<file path="src/rtl/codestream_out_packer_if.sv">
// Byte-stream ingress and packed-word egress of the codestream output packer.
// The slave side is the packer; the master side is its upstream/downstream environment.
interface codestream_out_packer_if #(
   parameter int unsigned NUM_CH    = 3,
   parameter int unsigned IN_BYTES  = 2,
   parameter int unsigned OUT_BYTES = 4,
   parameter int unsigned ADDR_W    = 32
);
   localparam int unsigned NB_W = $clog2(IN_BYTES + 1);

   logic [NUM_CH*IN_BYTES*8-1:0] in_data;
   logic [NUM_CH*NB_W-1:0]       in_nbytes;
   logic [NUM_CH-1:0]            in_valid;
   logic [NUM_CH-1:0]            in_last;
   logic [NUM_CH-1:0]            in_ready;
   logic [OUT_BYTES*8-1:0]       output_to_fpga_32;
   logic [OUT_BYTES-1:0]         write_en;
   logic [ADDR_W-1:0]            output_address;

   modport master (
      output in_data, in_nbytes, in_valid, in_last,
      input  in_ready, output_to_fpga_32, write_en, output_address
   );

   modport slave (
      input  in_data, in_nbytes, in_valid, in_last,
      output in_ready, output_to_fpga_32, write_en, output_address
   );
endinterface

</file>
<file path="src/rtl/codestream_out_packer.sv">
// Merges per-component Tier-2 byte streams, channel by channel, into wide memory words
// with lane enables, a running address and a byte budget that truncates the codestream.
module codestream_out_packer #(
   parameter int unsigned       NUM_CH      = 3,
   parameter int unsigned       IN_BYTES    = 2,
   parameter int unsigned       OUT_BYTES   = 4,
   parameter int unsigned       ADDR_W      = 32,
   parameter logic [ADDR_W-1:0] BASE_ADDR   = '0,
   parameter int unsigned       BUDGET_UNIT = 4096
) (
   input  logic                  clk_dwt,
   input  logic                  rst,
   input  logic                  start,
   input  logic [2:0]            compression_ratio,
   codestream_out_packer_if.slave bus,
   output logic [31:0]           byte_count,
   output logic                  budget_hit,
   output logic                  done
);
   localparam int unsigned NB_W      = $clog2(IN_BYTES + 1);
   localparam int unsigned ACC_BYTES = OUT_BYTES + IN_BYTES - 1;
   localparam int unsigned FILL_W    = $clog2(ACC_BYTES + 1);
   localparam int unsigned GNT_W     = (NUM_CH > 1) ? $clog2(NUM_CH) : 1;

   typedef enum logic [1:0] {StIdle, StRun, StFlush, StDone} state_e;

   state_e                 state_q, state_d;
   logic [GNT_W-1:0]       grant_q, grant_d, next_grant;
   logic [NUM_CH-1:0]      fin_q, fin_d, fin_set, gnt_onehot;
   logic [ACC_BYTES*8-1:0] acc_q, acc_d, acc_app;
   logic [FILL_W-1:0]      fill_q, fill_d, fill_app;
   logic                   limited_q, limited_d;
   logic [31:0]            budget_q, budget_d, remaining;
   logic [31:0]            byte_count_q, byte_count_d;
   logic                   budget_hit_q, budget_hit_d;
   logic [OUT_BYTES*8-1:0] word_q, word_d;
   logic [OUT_BYTES-1:0]   we_q, we_d, lead;
   logic [ADDR_W-1:0]      addr_q, addr_d;
   logic [IN_BYTES*8-1:0]  beat;
   logic [NB_W-1:0]        nb_raw, nb, keep;
   logic                   accept, found;

   assign gnt_onehot = NUM_CH'(1) << grant_q;
   assign accept     = (state_q == StRun) && bus.in_valid[grant_q];

   // Beat of the granted channel, clamped and cut down to what the budget still allows.
   always_comb begin
      beat   = bus.in_data[grant_q*(IN_BYTES*8) +: IN_BYTES*8];
      nb_raw = bus.in_nbytes[grant_q*NB_W +: NB_W];
      nb     = (nb_raw > NB_W'(IN_BYTES)) ? NB_W'(IN_BYTES) : nb_raw;
      remaining = budget_q - byte_count_q;
      keep   = nb;
      if (limited_q && (32'(nb) > remaining)) begin
         keep = NB_W'(remaining);
      end
   end

   // Accumulator byte p sits at the MS end for p=0; kept bytes land right after the fill.
   always_comb begin
      acc_app = acc_q;
      for (int p = 0; p < ACC_BYTES; p++) begin
         for (int j = 0; j < IN_BYTES; j++) begin
            if ((j < int'(keep)) && (p == int'(fill_q) + j)) begin
               acc_app[(ACC_BYTES-1-p)*8 +: 8] = beat[(IN_BYTES-1-j)*8 +: 8];
            end
         end
      end
      fill_app = fill_q + FILL_W'(keep);
   end

   always_comb begin
      fin_set    = fin_q | gnt_onehot;
      next_grant = grant_q;
      found      = 1'b0;
      for (int c = 0; c < NUM_CH; c++) begin
         if (!found && (c > int'(grant_q)) && !fin_set[c]) begin
            next_grant = GNT_W'(c);
            found      = 1'b1;
         end
      end
   end

   always_comb begin
      lead = '0;
      for (int l = 0; l < OUT_BYTES; l++) begin
         lead[OUT_BYTES-1-l] = (l < int'(fill_q));
      end
   end

   always_comb begin
      state_d      = state_q;
      grant_d      = grant_q;
      fin_d        = fin_q;
      acc_d        = acc_q;
      fill_d       = fill_q;
      limited_d    = limited_q;
      budget_d     = budget_q;
      byte_count_d = byte_count_q;
      budget_hit_d = budget_hit_q;
      word_d       = word_q;
      we_d         = '0;
      addr_d       = addr_q;
      if (we_q != '0) begin
         addr_d = addr_q + ADDR_W'(OUT_BYTES);
      end
      unique case (state_q)
         StIdle: begin
            if (start) begin
               state_d      = StRun;
               grant_d      = '0;
               fin_d        = '0;
               acc_d        = '0;
               fill_d       = '0;
               byte_count_d = '0;
               budget_hit_d = 1'b0;
               addr_d       = BASE_ADDR;
               limited_d    = (compression_ratio != 3'd0);
               budget_d     = 32'(BUDGET_UNIT) << (3'd7 - compression_ratio);
            end
         end
         StRun: begin
            if (accept) begin
               byte_count_d = byte_count_q + 32'(keep);
               if (limited_q && (byte_count_d >= budget_q)) begin
                  budget_hit_d = 1'b1;
               end
               if (fill_app >= FILL_W'(OUT_BYTES)) begin
                  word_d = acc_app[ACC_BYTES*8-1 -: OUT_BYTES*8];
                  we_d   = '1;
                  acc_d  = acc_app << (OUT_BYTES*8);
                  fill_d = fill_app - FILL_W'(OUT_BYTES);
               end else begin
                  acc_d  = acc_app;
                  fill_d = fill_app;
               end
               if (bus.in_last[grant_q]) begin
                  fin_d = fin_set;
                  if (&fin_set) begin
                     state_d = StFlush;
                  end else begin
                     grant_d = next_grant;
                  end
               end
            end
         end
         StFlush: begin
            // Residue is always shorter than a word, so at most one partial write.
            if (fill_q != '0) begin
               word_d = acc_q[ACC_BYTES*8-1 -: OUT_BYTES*8];
               we_d   = lead;
            end
            acc_d   = '0;
            fill_d  = '0;
            state_d = StDone;
         end
         StDone: begin
            state_d = StIdle;
         end
         default: begin
            state_d = StIdle;
         end
      endcase
   end

   always_ff @(posedge clk_dwt) begin
      if (rst) begin
         state_q      <= StIdle;
         grant_q      <= '0;
         fin_q        <= '0;
         acc_q        <= '0;
         fill_q       <= '0;
         limited_q    <= 1'b0;
         budget_q     <= '0;
         byte_count_q <= '0;
         budget_hit_q <= 1'b0;
         word_q       <= '0;
         we_q         <= '0;
         addr_q       <= BASE_ADDR;
      end else begin
         state_q      <= state_d;
         grant_q      <= grant_d;
         fin_q        <= fin_d;
         acc_q        <= acc_d;
         fill_q       <= fill_d;
         limited_q    <= limited_d;
         budget_q     <= budget_d;
         byte_count_q <= byte_count_d;
         budget_hit_q <= budget_hit_d;
         word_q       <= word_d;
         we_q         <= we_d;
         addr_q       <= addr_d;
      end
   end

   assign bus.in_ready          = (state_q == StRun) ? gnt_onehot : '0;
   assign bus.output_to_fpga_32 = word_q;
   assign bus.write_en          = we_q;
   assign bus.output_address    = addr_q;
   assign byte_count            = byte_count_q;
   assign budget_hit            = budget_hit_q;
   assign done                  = (state_q == StDone);
endmodule

</file>
<file path="src/flat_wrapper.sv">
// flat-port wrapper written by rule: the top's interface ports become plain ports
module codestream_out_packer_flat 
#(
   parameter int unsigned       NUM_CH      = 3,
   parameter int unsigned       IN_BYTES    = 2,
   parameter int unsigned       OUT_BYTES   = 4,
   parameter int unsigned       ADDR_W      = 32,
   parameter logic [ADDR_W-1:0] BASE_ADDR   = '0,
   parameter int unsigned       BUDGET_UNIT = 4096
)
  (clk_dwt, rst, start, compression_ratio, byte_count, budget_hit, done, bus_in_data, bus_in_nbytes, bus_in_valid, bus_in_last, bus_in_ready, bus_output_to_fpga_32, bus_write_en, bus_output_address);
  codestream_out_packer_if #(.NUM_CH(NUM_CH), .IN_BYTES(IN_BYTES), .OUT_BYTES(OUT_BYTES), .ADDR_W(ADDR_W)) bus_i ();
  input  logic clk_dwt;
  input  logic rst;
  input  logic start;
  input  logic [2:0] compression_ratio;
  output logic [31:0] byte_count;
  output logic budget_hit;
  output logic done;
  input wire logic [$bits(bus_i.in_data)-1:0] bus_in_data;
  input wire logic [$bits(bus_i.in_nbytes)-1:0] bus_in_nbytes;
  input wire logic [$bits(bus_i.in_valid)-1:0] bus_in_valid;
  input wire logic [$bits(bus_i.in_last)-1:0] bus_in_last;
  output wire logic [$bits(bus_i.in_ready)-1:0] bus_in_ready;
  output wire logic [$bits(bus_i.output_to_fpga_32)-1:0] bus_output_to_fpga_32;
  output wire logic [$bits(bus_i.write_en)-1:0] bus_write_en;
  output wire logic [$bits(bus_i.output_address)-1:0] bus_output_address;
  assign bus_i.in_data = bus_in_data;
  assign bus_i.in_nbytes = bus_in_nbytes;
  assign bus_i.in_valid = bus_in_valid;
  assign bus_i.in_last = bus_in_last;
  assign bus_in_ready = bus_i.in_ready;
  assign bus_output_to_fpga_32 = bus_i.output_to_fpga_32;
  assign bus_write_en = bus_i.write_en;
  assign bus_output_address = bus_i.output_address;
  codestream_out_packer #(.NUM_CH(NUM_CH), .IN_BYTES(IN_BYTES), .OUT_BYTES(OUT_BYTES), .ADDR_W(ADDR_W), .BASE_ADDR(BASE_ADDR), .BUDGET_UNIT(BUDGET_UNIT)) u_core (.clk_dwt(clk_dwt), .rst(rst), .start(start), .compression_ratio(compression_ratio), .bus(bus_i), .byte_count(byte_count), .budget_hit(budget_hit), .done(done));
endmodule
</file>
<file path="config.mk">
export PLATFORM = sky130hd
export DESIGN_NAME = codestream_out_packer_flat
export DESIGN_NICKNAME = d
export VERILOG_FILES = /design/src/rtl/codestream_out_packer_if.sv /design/src/rtl/codestream_out_packer.sv /design/src/flat_wrapper.sv
export SDC_FILE = /design/constraint.sdc
export NUM_CORES = 1
export LEC_CHECK = 0
export CAP_MARGIN = 20
export CORE_MARGIN = 2
export CORE_UTILIZATION = 40
export CTS_BUF_LIST = sky130_fd_sc_hd__clkbuf_2 sky130_fd_sc_hd__clkbuf_4 sky130_fd_sc_hd__clkbuf_8
export CTS_CLUSTER_SIZE = 10
export DETAILED_ROUTE_END_ITERATION = 8
export PLACE_DENSITY = 0.65
export SYNTH_ARGS = -nofsm -noshare
export SYNTH_HDL_FRONTEND = slang
export SYNTH_SLANG_ARGS = --single-unit
</file>
<file path="constraint.sdc">
create_clock -name clk_dwt -period 7.5 [get_ports clk_dwt]
set_input_delay 1.5 -clock clk_dwt [delete_from_list [all_inputs] [get_ports clk_dwt]]
set_output_delay 1.5 -clock clk_dwt [all_outputs]
set_load 0.01 [all_outputs]
</file>
# Word level (Yosys, flattened, before mapping)
# Index checks and enable logic that the tools add are counted.
# classes
addsub	7
mul	0
div	0
n_lt_le_gt_ge	13
n_eq_ne	20
shifts	4
mux	59
bitwise	1
reduce_logical	37
# ops
operator	n
$mux 32	8
$pmux 32 s2	2
$mux 40	3
$pmux 40 s3	1
$mux 8	10
$eq 3x32->1 const A	2
$logic_not 32->1	2
$shiftx 48x7->16	1
$add 32x2->32	1
$add 32x3->32 const B	1
$eq 2x32->1 const A	1
$eq 4x32->1 const A	1
$ge 32x32->1	1
$gt 2x32->1	1
$shl 13x3->32 const A	1
$sub 32x32->32	1
$mux 2	12
$mux 3	6
$logic_and 1x1->1	16
$reduce_and 4->1	4
$mux 4	3
$ne 2x1->1 const B	6
$eq 3x3->1 const A	3
$pmux 3 s3	1
other kinds (35)	53
# word_totals
regBits	184
latch_bits	0
ramBits	0
mem_bits_ro	0
out_inout_bits	105
elab_cells	153
mem_count	0

# Longest topological paths before layout
# logic_depth
depth_word	13
mapped_depth	33
mapped_depth_nobuf	32

# Worst setup path after synthesis
# No wires, ideal clock.
# synth_timing
path_type	input to register
start	input bus_in_nbytes[5]
end	register u_core.budget_hit_q, in the netlist u_core.budget_hit
setup_ns	0.134
arrival_time_ns	7.244
t_required_ns	7.366
slack_ns	0.122
cell_stages	31
n_path_buf	1
cell_sequence	mux2i_1 -> nor2_1 -> a21oi_1 -> inv_1 -> or2_2 -> ha_1 -> nand2_1 -> o211ai_1 -> a21oi_1 -> nand4_1 -> nor4b_1 -> nand4_1 -> nor4_2 -> nand2_1 -> o21ai_0 -> ha_1 -> inv_1 -> fa_1 -> nor4_1 -> and2_0 -> clkbuf_1 -> nand3_1 -> xnor2_1 -> ha_1 -> a21o_1 -> a21o_1 -> a21oi_1 -> o21ai_0 -> or4_1 -> o211ai_1 -> a211oi_1
# synth_via
elab_chain_cells	11
# synth_rtl
item	line_no	source
start, declared	flat_wrapper.sv:21	input wire logic [$bits(bus_i.in_nbytes)-1:0] bus_in_nbytes;
$shiftx 6x4->2 (*)	codestream_out_packer.sv:49	nb_raw = bus.in_nbytes[grant_q*NB_W +: NB_W];
$gt 2x2->1	codestream_out_packer.sv:50	nb = (nb_raw > NB_W'(IN_BYTES)) ? NB_W'(IN_BYTES) : nb_raw;
$mux 2 (*)	codestream_out_packer.sv:50	
$gt 2x32->1	codestream_out_packer.sv:53	if (limited_q && (32'(nb) > remaining)) begin
$logic_and 1x1->1	codestream_out_packer.sv:53	
$mux 2 (*)	codestream_out_packer.sv:53	
$add 32x2->32 (*)	codestream_out_packer.sv:123	byte_count_d = byte_count_q + 32'(keep);
$ge 32x32->1 (*)	codestream_out_packer.sv:124	if (limited_q && (byte_count_d >= budget_q)) begin
$logic_and 1x1->1 (*)	codestream_out_packer.sv:124	
$ne 2x1->1 (no line) (*)	n/a	
$reduce_and 4->1 (no line) (*)	n/a	
end signal, assigned	codestream_out_packer.sv:188	budget_hit_q <= budget_hit_d;
end, declared	codestream_out_packer.sv:35	logic budget_hit_q, budget_hit_d;
# Every way passes the cells marked *; elsewhere a longest branch is shown, timed or not.
# A chain may end at the register's enable or synchronous reset.

# Worst setup path in the final report
# Ends and elaborated chain as after synthesis.

==> flow_summary.ini <==
[setup_path]
crit_end = u_core.budget_hit
start_kind = input port
crit_path_end_kind = flop
reg2reg_to = u_core.budget_hit
critPathMaxStageDelay_ps = 470
cp_slowest_cell = or4_1
crit_path_max_fanout = 4
r2r_setup_slack_ps = 1140
required_ps = 7820
crit_arrival_ps = 7430
critPathKind = in2reg
rr_worst_depth = 33
r2r_start = u_core.grant_q[1]
crit_start = bus_in_nbytes[5]

[finish]
seqCellArea_mm2 = 0.00316
nFillCells = 2471
final_common_cell = clkdlybuf4s50_1
multi_input_area_mm2 = 0.00664
drive_gt1_share_pct = 11.2
finalInstanceArea_mm2 = 0.0130
n_antenna_cell = 0
nNetsFinal = 1562
syn_to_final_growth_pct = 25.7
postLayoutCoreUtil_pct = 51.3
layout_common_cells = clkdlybuf4s50_1 (167), dfxtp_1 (157), nor2_1 (145), nand2_1 (131), o21ai_0 (88)

[global_routing]
overflow = 0
grt_pass1_vias = 9594
antenna_found_initial = 0
grt_max_degree = 74
grt_pass1_wl_um = 52300
grt_usage_pct = 24.4

[drt]
wl_per_cell_um = 18.5
first_iter_violations = 1018
wl_um = 33400
final_antenna_net_count = 0
routed_via_density = 5.79
dr.pass1.iters = 6
vias = 10467
drc = 0

[synth]
ys_seq_area_share_pct = 30.7
synth.distinct_cells = 87
syn_avg_cell_area_um2 = 7.87
yosys_warnings = 0
synth_ff_type = dfxtp_1
synth_edf_count = 0
synth-seq-cells = 158
netlist_area_mm2 = 0.0103
syn_inst = 1311
async_reset_ff_share_pct = 0

[cts]
clockBufferDepth = 2
insertion_delay_ps = 480
cts.clk_slew.worst_paths_ps = 100
htree_levels = 4
numCtsBuffers = 17
cts_tree = built
cts.sinks = 158
clockRootBuffer = clkbuf_8
hold_buffers = 0

[sta]
tightest_slew_ps = 1110
finalHoldViolCount = 0
slew_headroom_pct = 25.2
fmax_ghz = 0.141
setup_viol = 0
finalMaxSlewViolations = 0
period_share_pct = 94.8
rsz0062_at_grt = false
fin_crit_ps = 7110
finClkSkew_ps = 22.4

[die]
start_util_pct = 40.8
core_mm2 = 0.0253
ios = 171
die_h_um = 165
num_rows = 58
chipWidth_um = 165
dieArea_mm2 = 0.0271

[place]
place.gp.congestion = 0.905
hpwl_um = 24500
portBuffers = 168
place_area_mm2 = 0.0124

[outcome]
status = finished clean

[power_and_ir_drop]
pwr_density_cell_mw_per_mm2 = 252
p_total_mw = 3.26
ir_drop_mv = 0.132
power_leakage_nw = 4.71

[job]
maxCapViolCount = 0

[hold_path]
worst_hold_path_type = reg2reg
[state kept, by name, summed over array words and instances (netlist names)]
signal / count
u_core.grant_q: 2
u_core.budget_q: 8
u_core.fill_q: 3
u_core.budget_hit: 1
u_core.bus.output_address: 30
u_core.bus.output_to_fpga_32: 32
u_core.state_q: 2
u_core.bus.write_en: 4
u_core.limited_q: 1
u_core.byte_count: 32
u_core.fin_q: 3
u_core.acc_q: 40
[critical path, delay by kind of cell]
kind                       cells  cell delay (ps)
AOI/OAI and AO/OA             11             1490
xor gates and xnor gates       1              190
adders and majority gates      3              760
buffers and inverters          3              600
muxes                          1              140
and+or+nand+nor               15             2760
[report_power, final]
part	internal, mW	leakage (nW)	total, mW	switching [mW]
sequential	0.898	1.28	0.962	0.0640
combinational	0.619	3.22	1.62	1.00
clock	0.287	0.208	0.684	0.397
total	1.80	4.71	3.26	1.46
[layer usage]
| metal | track usage [%] | vias to the layer above | part of all wire (%) |
|---|---|---|---|
| li1 | - | 5043 | - |
| met1 | 35.5 | 4964 | 47 |
| met2 | 37.2 | 422 | 43 |
| met3 | 4.22 | 38 | 8.7 |
| met4 | 6.28 | 0 | 1.4 |
| met5 | 0 | - | 0 |
[synthesized netlist by cell type, types with 8 or more instances]
master / number / area [µm²]
dfxtp_1: 158 / 3160
nor2_1: 147 / 552
nand2_1: 131 / 492
o21ai_0: 91 / 455
a21oi_1: 85 / 425
clkbuf_1: 67 / 251
mux2i_1: 56 / 561
inv_1: 51 / 191
nor3_1: 41 / 205
nand3_1: 35 / 175
ha_1: 28 / 350
xor2_1: 28 / 245
xnor2_1: 24 / 210
a32oi_1: 22 / 193
nand4_1: 21 / 131
and3_1: 19 / 119
nor4_1: 17 / 106
o21ai_1: 17 / 85.1
mux2_2: 16 / 180
a21o_1: 15 / 113
nand2b_1: 15 / 93.8
a22oi_1: 11 / 82.6
buf_2: 11 / 55.1
o211ai_1: 11 / 82.6
nor2b_1: 10 / 62.6
or2_2: 10 / 62.6
a221o_1: 8 / 80.1
a31oi_1: 8 / 50.1
or3_1: 8 / 50.1
[through the flow]
| stage | hold WS [ps] | instances | setup WS, ps | TNS, ps |
|---|---|---|---|---|
| 2_1_floorplan | 425 | 1312 | 122 | 0 |
| 3_3_place_gp | 436 | 1771 | -313 | -313 |
| 3_5_place_dp | 445 | 1772 | -439 | -469 |
| 4_1_cts | 471 | 1804 | 13.9 | 0 |
| 5_1_grt | 490 | 1809 | 11.4 | 0 |
| 6_report | 471 | 1809 | 390 | 0 |
[worst min-delay path by stage]
stage / start / to / cells after the start
finish: u_core.acc_q[20] / u_core.acc_q[20] / 2
global route: u_core.acc_q[30] / u_core.acc_q[30] / 2
CTS: u_core.acc_q[5] / u_core.acc_q[5] / 1
detailed placement: u_core.acc_q[5] / u_core.acc_q[5] / 1
global placement: u_core.acc_q[5] / u_core.acc_q[5] / 1
floorplan: u_core.acc_q[5] / u_core.acc_q[5] / 1
[cell families after synthesis]
kind of cell	Yosys count	share of synthesized area, %
xor gates and xnor gates	52	4.42
buffers and inverters	141	5.74
other	1	0.0364
and+or+nand+nor	504	24.9
muxes	75	7.51
DFF	158	30.7
AOI/OAI and AO/OA	350	23.0
adders and majority gates	30	3.79
[what timing repair did]
item	4_1_cts	5_1_grt
setup buffers	0	2
gates resized for setup	0	18
endpoints found under the setup margin	0	4
[cell type report]
cell class              count  area share [%]
multi-input cells        1013            51.3
inverters                  52            1.51
clock inverters            15            1.49
clock buffers              17            1.81
well taps                 330            3.19
flip-flops and latches    158            24.4
repair buffers            224            16.3
No activity file was read; power rests on OpenSTA's default activity.
